[src/rtl/instr_decode_issue.sv]
// instr_decode_issue: RV32I decode/issue stage with a 32-entry busy scoreboard.
// The FSM moves IDLE -> CHECK -> ISSUE -> IDLE.
// In CHECK it waits for RAW hazards to clear, then drives the register-file
// read controls and presents the decoded op to execute.
// Optional feature macro: DEC_ILLEGAL_TRAP_EN.
//   Defined: an unknown opcode issues with out_illegal=1.
//   Undefined: an unknown opcode issues as a NOP and out_illegal is tied to 0.
module instr_decode_issue #(
  parameter int XLEN = 32,
  parameter int REGW = 5,
  parameter int NREG = 32
) (
  input  logic            clk,
  input  logic            reset,
  input  logic            in_valid,
  output logic            in_ready,
  input  logic [XLEN-1:0] in_instr,
  input  logic [XLEN-1:0] in_pc,
  output logic [REGW-1:0] selRS1,
  output logic [REGW-1:0] selRS2,
  output logic            read_en,
  output logic            reg_select,
  output logic            out_valid,
  input  logic            out_ready,
  output logic [6:0]      out_opcode,
  output logic [2:0]      out_funct3,
  output logic [6:0]      out_funct7,
  output logic [REGW-1:0] out_rd,
  output logic            out_rdwrite,
  output logic [XLEN-1:0] out_imm,
  output logic [XLEN-1:0] out_pc,
  output logic            out_illegal,
  input  logic            wb_valid,
  input  logic [REGW-1:0] wb_rd,
  output logic [NREG-1:0] busy_mask,
  output logic            stall
);

  typedef enum logic [1:0] {IDLE = 2'd0, CHECK = 2'd1, ISSUE = 2'd2} state_t;

  localparam logic [6:0] OP_OP     = 7'b0110011;
  localparam logic [6:0] OP_IMM    = 7'b0010011;
  localparam logic [6:0] OP_LOAD   = 7'b0000011;
  localparam logic [6:0] OP_JALR   = 7'b1100111;
  localparam logic [6:0] OP_STORE  = 7'b0100011;
  localparam logic [6:0] OP_BRANCH = 7'b1100011;
  localparam logic [6:0] OP_LUI    = 7'b0110111;
  localparam logic [6:0] OP_AUIPC  = 7'b0010111;
  localparam logic [6:0] OP_JAL    = 7'b1101111;
  localparam logic [6:0] OP_MISC   = 7'b0001111;
  localparam logic [6:0] OP_SYSTEM = 7'b1110011;

  state_t          state, state_next;
  logic [XLEN-1:0] instr_reg, pc_reg;
  logic [NREG-1:0] busy_reg, busy_next;

  logic [6:0]      opcode;
  logic [REGW-1:0] rs1, rs2, rd;
  logic            use_rs1, use_rs2, writes_rd;
  logic            rdwrite, hazard, active, capture;
  logic [XLEN-1:0] imm;

  assign opcode = instr_reg[6:0];
  assign rd     = instr_reg[11:7];
  assign rs1    = instr_reg[19:15];
  assign rs2    = instr_reg[24:20];

  // Decode which operands the op reads and which immediate format it carries.
  // Unknown opcodes read nothing and write nothing.
  always_comb begin
    use_rs1   = 1'b0;
    use_rs2   = 1'b0;
    writes_rd = 1'b0;
    imm       = '0;
    case (opcode)
      OP_OP: begin
        use_rs1   = 1'b1;
        use_rs2   = 1'b1;
        writes_rd = 1'b1;
      end
      OP_IMM, OP_LOAD, OP_JALR: begin
        use_rs1   = 1'b1;
        writes_rd = 1'b1;
        imm       = {{20{instr_reg[31]}}, instr_reg[31:20]};
      end
      OP_STORE: begin
        use_rs1 = 1'b1;
        use_rs2 = 1'b1;
        imm     = {{20{instr_reg[31]}}, instr_reg[31:25], instr_reg[11:7]};
      end
      OP_BRANCH: begin
        use_rs1 = 1'b1;
        use_rs2 = 1'b1;
        imm     = {{19{instr_reg[31]}}, instr_reg[31], instr_reg[7],
                   instr_reg[30:25], instr_reg[11:8], 1'b0};
      end
      OP_LUI, OP_AUIPC: begin
        writes_rd = 1'b1;
        imm       = {instr_reg[31:12], 12'h000};
      end
      OP_JAL: begin
        writes_rd = 1'b1;
        imm       = {{11{instr_reg[31]}}, instr_reg[31], instr_reg[19:12],
                     instr_reg[20], instr_reg[30:21], 1'b0};
      end
      OP_MISC, OP_SYSTEM: begin
        imm = {{20{instr_reg[31]}}, instr_reg[31:20]};
      end
      default: ;
    endcase
  end

  assign rdwrite = writes_rd && (rd != '0);
  assign hazard  = (use_rs1 && busy_reg[rs1]) || (use_rs2 && busy_reg[rs2]);
  assign active  = (state == CHECK) || (state == ISSUE);

  // The FSM selects the next state and raises capture when a new instruction is latched.
  always_comb begin
    state_next = state;
    capture    = 1'b0;
    case (state)
      IDLE: begin
        if (in_valid) begin
          capture    = 1'b1;
          state_next = CHECK;
        end
      end
      CHECK: begin
        if (!hazard) state_next = ISSUE;
      end
      ISSUE: begin
        if (out_ready) state_next = IDLE;
      end
      default: state_next = IDLE;
    endcase
  end

  // Scoreboard update: a writeback clears its bit, an issuing op sets its bit,
  // and the set wins when both hit the same register. x0 is never busy.
  always_comb begin
    busy_next = busy_reg;
    if (wb_valid && (wb_rd != '0)) busy_next[wb_rd] = 1'b0;
    if ((state == CHECK) && !hazard && rdwrite) busy_next[rd] = 1'b1;
    busy_next[0] = 1'b0;
  end

  // State, held instruction/PC and scoreboard registers.
  always_ff @(posedge clk) begin
    if (reset) begin
      state     <= IDLE;
      instr_reg <= '0;
      pc_reg    <= '0;
      busy_reg  <= '0;
    end else begin
      state    <= state_next;
      busy_reg <= busy_next;
      if (capture) begin
        instr_reg <= in_instr;
        pc_reg    <= in_pc;
      end
    end
  end

  assign in_ready    = (state == IDLE);
  assign out_valid   = (state == ISSUE);
  assign stall       = (state == CHECK) && hazard;
  assign selRS1      = (active && use_rs1) ? rs1 : '0;
  assign selRS2      = (active && use_rs2) ? rs2 : '0;
  assign read_en     = active && (use_rs1 || use_rs2);
  assign reg_select  = active && use_rs2;
  assign out_opcode  = opcode;
  assign out_funct3  = instr_reg[14:12];
  assign out_funct7  = instr_reg[31:25];
  assign out_rd      = rd;
  assign out_rdwrite = rdwrite;
  assign out_imm     = imm;
  assign out_pc      = pc_reg;
  assign busy_mask   = busy_reg;

`ifdef DEC_ILLEGAL_TRAP_EN
  assign out_illegal = active && !(opcode inside {OP_OP, OP_IMM, OP_LOAD, OP_JALR,
                       OP_STORE, OP_BRANCH, OP_LUI, OP_AUIPC, OP_JAL, OP_MISC, OP_SYSTEM});
`else
  assign out_illegal = 1'b0;
`endif

endmodule
[config.mk]
export PLATFORM = sky130hd
export DESIGN_NAME = instr_decode_issue
export DESIGN_NICKNAME = d
export VERILOG_FILES = /design/src/rtl/instr_decode_issue.sv
export SDC_FILE = /design/constraint.sdc
export NUM_CORES = 1
export LEC_CHECK = 0
export ABC_CLOCK_PERIOD_IN_PS = 7300
export CAP_MARGIN = 20
export CORE_MARGIN = 10
export CORE_UTILIZATION = 48
export CTS_BUF_LIST = sky130_fd_sc_hd__clkbuf_2
export CTS_CLUSTER_SIZE = 25
export DETAILED_ROUTE_END_ITERATION = 6
export PLACE_DENSITY = 0.88
export SYNTH_ARGS = -nofsm -noshare
export SYNTH_HDL_FRONTEND = slang
export SYNTH_SLANG_ARGS = --single-unit
[constraint.sdc]
create_clock -name clk -period 7.3 [get_ports clk]
set_input_delay 1.46 -clock clk [delete_from_list [all_inputs] [get_ports clk]]
set_output_delay 1.46 -clock clk [all_outputs]
set_load 0.03 [all_outputs]
==> flow_summary.json, run 1 <==
{
  "outcome": "finished clean",
  "min_period_ns": 5.05,
  "yosys-top-cells-area": "dfxtp_1, nand2_1, a21oi_1",
  "post-synth-top-count-cell": "nand2_1",
  "worstSetupStartpointType": "register",
  "grt_setup_unrepaired": "no",
  "seqPwrFrac": 0.444,
  "num_vias": 5404,
  "pin_count": 209,
  "yosys.area.top_type": "dfxtp_1",
  "maxCapViolations": 0,
  "crit_type": "register to primary output",
  "ys_async_sr_fraction": 0,
  "r2r_cells": 7,
  "crit_fanout": 18,
  "synth_compound_area_frac": 0.186,
  "die_w_um": 124,
  "wl_um": 18100,
  "die_h_um": 124,
  "synth_fa_ha_area_frac": 0.00969,
  "period_share": 0.692,
  "holdPathStages": 2,
  "final-hold-violation-count": 0,
  "initial_core_util": 0.496,
  "core_area_um2": 10400,
  "comb_power_share": 0.385,
  "synth_xor_area_frac": 0,
  "clock_skew_ns": 0.0410,
  "drt_first_pass_iters": 5,
  "viasPerCell": 5.69,
  "yosys_warnings": 0,
  "netlist_top_cells_count": "nand2_1, dfxtp_1, a21oi_1, o21ai_0, clkbuf_1",
  "place_ws_ns": 2.90,
  "ctsLongestPathBuffers": 2,
  "hold_path.startpoint": "out_pc[7]",
  "first_global_vias": 5278,
  "postCtsHoldBufs": 0,
  "finalSetupViolCount": 0,
  "port_buffers": 206,
  "internal_power_uw": 928,
  "post_cts_buffers": 0,
  "syn2layout_area_growth_pct": 39.3,
  "p_sw_uw": 640,
  "root_buffer": "clkbuf_2",
  "grt_max_degree": 101,
  "syn_avg_cell_area_um2": 7.86,
  "synth_top_family_by_area": "simple AND/OR/NAND/NOR gates",
  "ant_nets": 0,
  "synth_mux_area_frac": 0.0790,
  "drc": 0,
  "r2r-start": "instr_reg[21]",
  "rrSetupSlack_ns": 4.11,
  "hp-class": "register to register",
  "synth-seq-cells": 97,
  "wire_per_inst_um": 19.1,
  "cts.sinks": 97,
  "place_congestion": 0.960,
  "worst_slack_ns": 2.25,
  "syn_inst": 657,
  "final.setup.tns_ns": 0,
  "synth_flop_cell": "dfxtp_1",
  "cts-resized-gates": 0,
  "yosysSeqAreaShare": 0.376,
  "swShare": 0.408,
  "crit_path_end_kind": "primary output",
  "antenna_found_initial": 1,
  "synthDistinctLibCells": 48,
  "vdd_drop_max_mv": 0.282,
  "die_area_um2": 15300,
  "netlist_area_um2": 5160,
  "placementRows": 37,
  "hpwl_um": 13800,
  "grt-ovfl-total": 0,
  "yosys.area.top_type_share": 0.376,
  "arrival_ns": 3.59,
  "p_per_area_nw_per_um2": 218,
  "maxSlewHeadroom": 0.363,
  "worstSkewPairLatency_ns": 0.57,
  "total_power_mw": 1.57,
  "fmax_mhz": 198,
  "synthSimpleGateAreaFrac": 0.272,
  "critPathLaunch": "instr_reg[21]",
  "grt_pass1_wl_um": 27300,
  "cts_tree": "built",
  "finalMaxSlewViolations": 0,
  "grt.total_usage": 0.223,
  "htree_levels": 3,
  "numCtsBuffers": 9,
  "drt_iter0_drc": 594,
  "clockPowerShare": 0.172,
  "fin_nets": 885,
  "p_leak_nw": 2.61,
  "cp-endpoint": "stall",
  "synth_edf_count": 0,
  "fill_cells": 846,
  "critPathRequiredTime_ns": 5.84,
  "tightestPinTransition_ns": 0.956,
  "clkTransAtPathRegs_ns": 0.25,
  "rr_endpoint": "busy_mask[2]",
  "post_route_cells_drive_above_1_share": 0.0579
}
==> layout make-up <==
class	instances	area (um2)	share of cell area
Clock inverter	6	65.1	0.00905
Inverter	6	22.5	0.00313
Timing Repair Buffer	209	2100	0.293
Clock buffer	10	50.0	0.00696
Tap cell	136	170	0.0237
Sequential cell	97	1940	0.270
Antenna cell	1	2.50	0.000348
Multi-Input combinational cell	484	2830	0.394
==> worst max-delay path, stage by stage (launching register included) <==
cell and delay [ns]:
dfxtp_1 0.96, mux2_4 0.36, a221o_1 0.35, a311o_1 0.38, nand4_2 0.12, o22ai_2 0.11
and2_1 0.19, clkdlybuf4s50_1 0.60
==> how the worst min path moves through the flow <==
stage                    endpoint
floorplan           instr_reg[12]
CTS                     out_pc[7]
finish                  out_pc[7]
global route           out_pc[10]
detailed placement      out_pc[7]
global placement       out_pc[15]
==> metal layers <==
layer	up-vias	GRT usage	wire, um
li1	2527	-	-
met1	2523	0.250	6800
met2	309	0.380	8710
met3	45	0.0747	2080
met4	0	0.0946	541
met5	-	0	0
==> through the flow <==
stage	util	hold WS (ns)	cells	cell area (um2)
finish	0.690	0.474	949	7190
global route	0.690	0.495	949	7190
CTS	0.688	0.478	947	7170
detailed placement	0.677	0.448	931	7050
global placement	0.675	0.442	930	7030
floorplan	-	0.450	658	5170
==> placed cells by master, fill, tap and decap left out, types with 8 or more instances in the layout <==
cell and instances:
a21o_1 20, a21oi_1 69, and2_1 18, clkbuf_2 10, clkdlybuf4s50_1 205, dfxtp_1 97
mux2i_1 19, mux4_2 8, nand2_1 158, nand3_1 17, nand3b_1 26, nor2_1 14
nor2b_1 22, o21ai_0 41, o21ai_2 8
==> kinds of logic (layout without fill, tap and decap cells) <==
group / count (synthesis) / after routing
DFF: 97 / 97
and+or+nand+nor: 289 / 289
buffers and inverters: 77 / 231
adders and majority gates: 4 / 4
other: 1 / 3
muxes: 30 / 30
AOI/OAI and AO/OA: 159 / 159
==> power groups by stage <==
stage               clock, mW  combinational [mW]  sequential, mW
floorplan                   0               0.377           0.709
global placement            0               0.572           0.696
detailed placement          0               0.595           0.703
CTS                     0.275               0.597           0.692
global route            0.289               0.653           0.708
finish                  0.269               0.603           0.695
(Power assumes the default switching activity.)
==> inputs of run 2 (changes only) <==
==> config.mk (replaced) <==
export PLATFORM = sky130hd
export DESIGN_NAME = instr_decode_issue
export DESIGN_NICKNAME = d
export VERILOG_FILES = /design/src/rtl/instr_decode_issue.sv
export SDC_FILE = /design/constraint.sdc
export NUM_CORES = 1
export LEC_CHECK = 0
export ABC_CLOCK_PERIOD_IN_PS = 4950
export CAP_MARGIN = 20
export CORE_MARGIN = 10
export CORE_UTILIZATION = 45
export CTS_BUF_LIST = sky130_fd_sc_hd__clkbuf_2
export CTS_CLUSTER_SIZE = 25
export DETAILED_ROUTE_END_ITERATION = 6
export PLACE_DENSITY = 0.83
export SYNTH_ARGS = -nofsm -noshare
export SYNTH_HDL_FRONTEND = slang
export SYNTH_SLANG_ARGS = --single-unit
==> constraint.sdc (replaced) <==
create_clock -name clk -period 4.95 [get_ports clk]
set_input_delay 0.99 -clock clk [delete_from_list [all_inputs] [get_ports clk]]
set_output_delay 0.99 -clock clk [all_outputs]
set_load 0.03 [all_outputs]
==> run 2 against run 1 <==
- sequential share of layout area down 0.24 points
- routed wire length down 3.0%
- power up 54%
- first-iteration DRC count down 26%
- via count down 1.5%
- critical path depth up 1
- count of clock-buffer cells in the layout down 1
- flip-flop and latch count unchanged
- critical path type unchanged
- worst hold slack worse by 0.0033 ns
- setup slack worse by 1.8 ns
==> flow_summary.json, run 2 (same netlist as run 1, synthesis figures left out) <==
{
  "outcome": "finished clean",
  "dpl-instance-area_um2": 7070,
  "grt_max_degree": 100,
  "clkTransAtPathRegs_ns": 0.26,
  "post_cts_buffers": 0,
  "final_common_cell": "clkdlybuf4s50_1",
  "drc": 0,
  "clockPowerShare": 0.207,
  "syn2layout_area_growth_pct": 40.5,
  "grt.total_usage": 0.204,
  "dp_cells": 939,
  "regArea_um2": 1940,
  "period_share": 0.903,
  "seqPwrFrac": 0.423,
  "cp_slowest_stage_delay_ns": 0.69,
  "final_util": 0.641,
  "final-hold-violation-count": 0,
  "crit_type": "register to primary output",
  "final_cell_mix": "clkdlybuf4s50_1, nand2_1, dfxtp_1",
  "worstSetupStartpointType": "register",
  "maxCapViolations": 0,
  "swShare": 0.391,
  "final_area_um2": 7250,
  "wl_um": 17600,
  "cts.sinks": 97,
  "clock_skew_ns": 0.0171,
  "pin_count": 209,
  "ant_nets": 0,
  "core_area_um2": 11300,
  "wire_per_inst_um": 18.4,
  "viasPerCell": 5.56,
  "cts-resized-gates": 0,
  "crit_fanout": 11,
  "fmax_mhz": 224,
  "place_congestion": 0.962,
  "num_vias": 5321,
  "p_sw_uw": 942,
  "drt_first_pass_iters": 5,
  "final.setup.tns_ns": 0,
  "initial_core_util": 0.456,
  "tightestPinTransition_ns": 0.943,
  "crit_path_end_kind": "primary output",
  "worstSkewPairLatency_ns": 0.60,
  "antenna_found_initial": 1,
  "placementRows": 39,
  "first_global_vias": 5120,
  "comb_power_share": 0.370,
  "finalMaxSlewViolations": 0,
  "postCtsHoldBufs": 0,
  "grt_setup_unrepaired": "no",
  "ctsLongestPathBuffers": 2,
  "p_per_area_nw_per_um2": 332,
  "post_route_cells_drive_above_1_share": 0.0578,
  "drt_iter0_drc": 441,
  "grt_pass1_wl_um": 27100,
  "multi_input_area_um2": 2830,
  "internal_power_mw": 1.46,
  "fin_cells": 957,
  "arrival_ns": 3.48,
  "numCtsBuffers": 9,
  "p_leak_nw": 2.63,
  "hp-class": "register to register",
  "die_w_um": 127,
  "htree_levels": 3,
  "fin_nets": 886,
  "path_cells": "buf_4 -> mux2i_1 -> mux4_2 -> nand3_1 -> nand4_2 -> o22ai_2 -> and2_1 -> clkdlybuf4s50_1",
  "finalSetupViolCount": 0,
  "die_h_um": 127,
  "root_buffer": "clkbuf_2",
  "cts_tree": "built",
  "grt-ovfl-total": 0,
  "maxSlewHeadroom": 0.372,
  "vdd_drop_max_mv": 0.274,
  "min_period_ns": 4.47,
  "die_area_um2": 16200,
  "cpMaxStageDelayCell": "clkdlybuf4s50_1",
  "fill_cells": 980,
  "port_buffers": 206,
  "critPathRequiredTime_ns": 3.96,
  "hpwl_um": 13400
}
==> run 2: cell type report <==
cell class,instances,share of cell area
multi-input cells,484,0.391
repair buffers,210,0.291
flip-flops and latches,97,0.268
well taps,143,0.0247
clock inverters,7,0.0162
clock buffers,9,0.00621
inverters,6,0.00310
diodes,1,0.000345
==> run 2: power groups by stage <==
stage	logic, mW	clock network [mW]	registers [mW]
floorplan	0.555	0	1.04
detailed placement	0.879	0	1.03
global placement	0.849	0	1.02
CTS	0.885	0.498	1.02
finish	0.890	0.498	1.02
global route	0.961	0.528	1.04
==> run 2: worst max-delay path: cells and delay by family, from the launching register on <==
family          cells  cell delay [ns]
compound gates      1             0.24
buf+inv             2             0.98
flops               1             0.67
mux                 2             0.57
simple gates        3             0.41
==> run 2: stage by stage <==
stage	hold WS (ns)	total power, mW	setup WS [ns]
after floorplan	0.450	1.60	1.91
after global placement	0.442	1.87	1.28
after detailed placement	0.445	1.91	1.21
after CTS	0.472	2.40	0.503
after global routing	0.483	2.52	0.345
final	0.471	2.41	0.481
==> run 2: final timing paths <==
path / from / end / slack, ns / cells after the start
setup / recovery: instr_reg[21] / stall / 0.48 / 8
hold / removal: out_pc[3] / out_pc[3] / 0.47 / 2
setup reg to reg: instr_reg[17] / busy_mask[18] / 2.08 / 7
hold reg to reg: out_pc[3] / out_pc[3] / 0.47 / 2
==> run 2: layer usage <==
layer / track usage / share of wire / vias to the layer above
li1: - / - / 2526
met1: 0.232 / 0.39 / 2510
met2: 0.337 / 0.48 / 249
met3: 0.0707 / 0.10 / 36
met4: 0.0898 / 0.026 / 0
met5: 0 / 0 / -
==> inputs of run 3 (changes only) <==
--- a/config.mk
+++ b/config.mk
@@ -7,7 +7,7 @@
 export LEC_CHECK = 0
 export ABC_CLOCK_PERIOD_IN_PS = 4950
 export CAP_MARGIN = 20
-export CORE_MARGIN = 10
+export CORE_MARGIN = 3
 export CORE_UTILIZATION = 45
 export CTS_BUF_LIST = sky130_fd_sc_hd__clkbuf_2
 export CTS_CLUSTER_SIZE = 25
==> run 3 against run 2 <==
- routed wire length fell by 7.4%
- register-to-register slack got worse by 0.11 ns
- critical path type unchanged
- sequential power barely moved
- critical endpoint unchanged
- largest cell class unchanged
- power rose by 1.5%
==> flow_summary.json, run 3 (same netlist as run 1, synthesis figures left out) <==
{
  "outcome": "finished clean",
  "syn2layout_area_growth_pct": 40.8,
  "worstSetupStartpointType": "register",
  "hp-class": "register to register",
  "worst_slack_ns": 0.494,
  "grt_max_degree": 100,
  "die_h_um": 113,
  "p_per_area_nw_per_um2": 336,
  "vdd_drop_max_mv": 0.399,
  "fin_nets": 886,
  "core_area_um2": 11000,
  "crit_path_end_kind": "primary output",
  "die_w_um": 113,
  "wire_per_inst_um": 17.1,
  "postCtsHoldBufs": 0,
  "grt_pass1_wl_um": 25400,
  "fmax_mhz": 224,
  "root_buffer": "clkbuf_2",
  "grt_setup_unrepaired": "no",
  "path_cells": "buf_4 -> mux2_4 -> a221o_1 -> a311o_1 -> nand4_2 -> o22ai_2 -> and2_1 -> clkdlybuf4s50_1",
  "maxCapViolations": 0,
  "initial_core_util": 0.468,
  "viasPerCell": 5.54,
  "crit_fanout": 11,
  "ctsLongestPathBuffers": 2,
  "num_vias": 5284,
  "placementRows": 38,
  "finalMaxSlewViolations": 0,
  "place_congestion": 0.909,
  "die_area_um2": 12800,
  "hpwl_um": 12100,
  "cpMaxStageDelayCell": "clkdlybuf4s50_1",
  "grt.total_usage": 0.243,
  "cts_tree": "built",
  "ant_nets": 0,
  "arrival_ns": 3.47,
  "worstSkewPairLatency_ns": 0.55,
  "place_ws_ns": 1.17,
  "clkTransAtPathRegs_ns": 0.26,
  "tightestPinTransition_ns": 0.940,
  "grt-ovfl-total": 0,
  "min_period_ns": 4.46,
  "final-hold-violation-count": 0,
  "maxSlewHeadroom": 0.373,
  "final.setup.tns_ns": 0,
  "final_common_cell": "clkdlybuf4s50_1",
  "drt_first_pass_iters": 5,
  "total_power_mw": 2.44,
  "finalSetupViolCount": 0,
  "final_util": 0.659,
  "post_route_cells_drive_above_1_share": 0.0590,
  "port_buffers": 206,
  "htree_levels": 3,
  "antenna_found_initial": 0,
  "final_cell_mix": "clkdlybuf4s50_1, nand2_1, dfxtp_1",
  "first_global_vias": 4976,
  "cp_slowest_stage_delay_ns": 0.60,
  "p_leak_nw": 2.65,
  "diodes": 0,
  "crit_type": "register to primary output",
  "critPathRequiredTime_ns": 3.96,
  "wl_um": 16300,
  "period_share": 0.900,
  "post_cts_buffers": 0,
  "cts-resized-gates": 0,
  "drt_iter0_drc": 472,
  "numCtsBuffers": 9,
  "drc": 0,
  "cts.sinks": 97,
  "pin_count": 209,
  "clock_skew_ns": 0.0188
}
## run 3: changes by cell type in the layout (fill, tap and decap cells not counted)
cell / before / now
clkinv_2: 0 / 1
clkinv_1: 1 / 0
diode_2: 1 / 0
bufinv_16: 3 / 4
clkinvlp_4: 2 / 1
## run 3: stage by stage
step           hold slack [ns]  instances  cell area [um2]
4_1_cts                  0.474        952             7250
2_1_floorplan            0.450        658             5170
3_5_place_dp             0.447        936             7070
3_3_place_gp             0.442        935             7050
6_report                 0.470        953             7270
5_1_grt                  0.489        953             7270
## run 3: per-layer routing
layer / vias up / share of wire / track usage
met2: 293 / 0.47 / 0.400
met3: 28 / 0.096 / 0.0545
met5: - / 0 / 0
met4: 0 / 0.021 / 0.0809
li1: 2527 / - / -
met1: 2436 / 0.41 / 0.314
## run 3: final timing paths
path	startpoint	to	slack (ns)	depth (start not counted)
worst max-delay path	instr_reg[21]	stall	0.49	8
worst max register to register	instr_reg[21]	busy_mask[21]	1.97	8
worst min register to register	out_pc[20]	out_pc[20]	0.47	2
worst min-delay path	out_pc[20]	out_pc[20]	0.47	2
## run 3: layout make-up
class	count	area (um2)
repair buffers	210	2110
clock inverters	7	141
multi-input cells	484	2830
fillers	929	3760
inverters	6	22.5
clock buffers	9	45.0
well taps	140	175
flip-flops and latches	97	1940
## run 3: worst max-delay path, delay by kind of cell (launching register included)
kind            cells  cell delay, ns
buf+inv             2            0.90
compound gates      3            0.83
simple gates        2            0.30
mux                 1            0.33
flops               1            0.56
## run 3: report_power, final
part / internal (mW) / switching, mW
combinational: 0.368 / 0.521
clock: 0.269 / 0.269
sequential: 0.880 / 0.136
total: 1.52 / 0.926
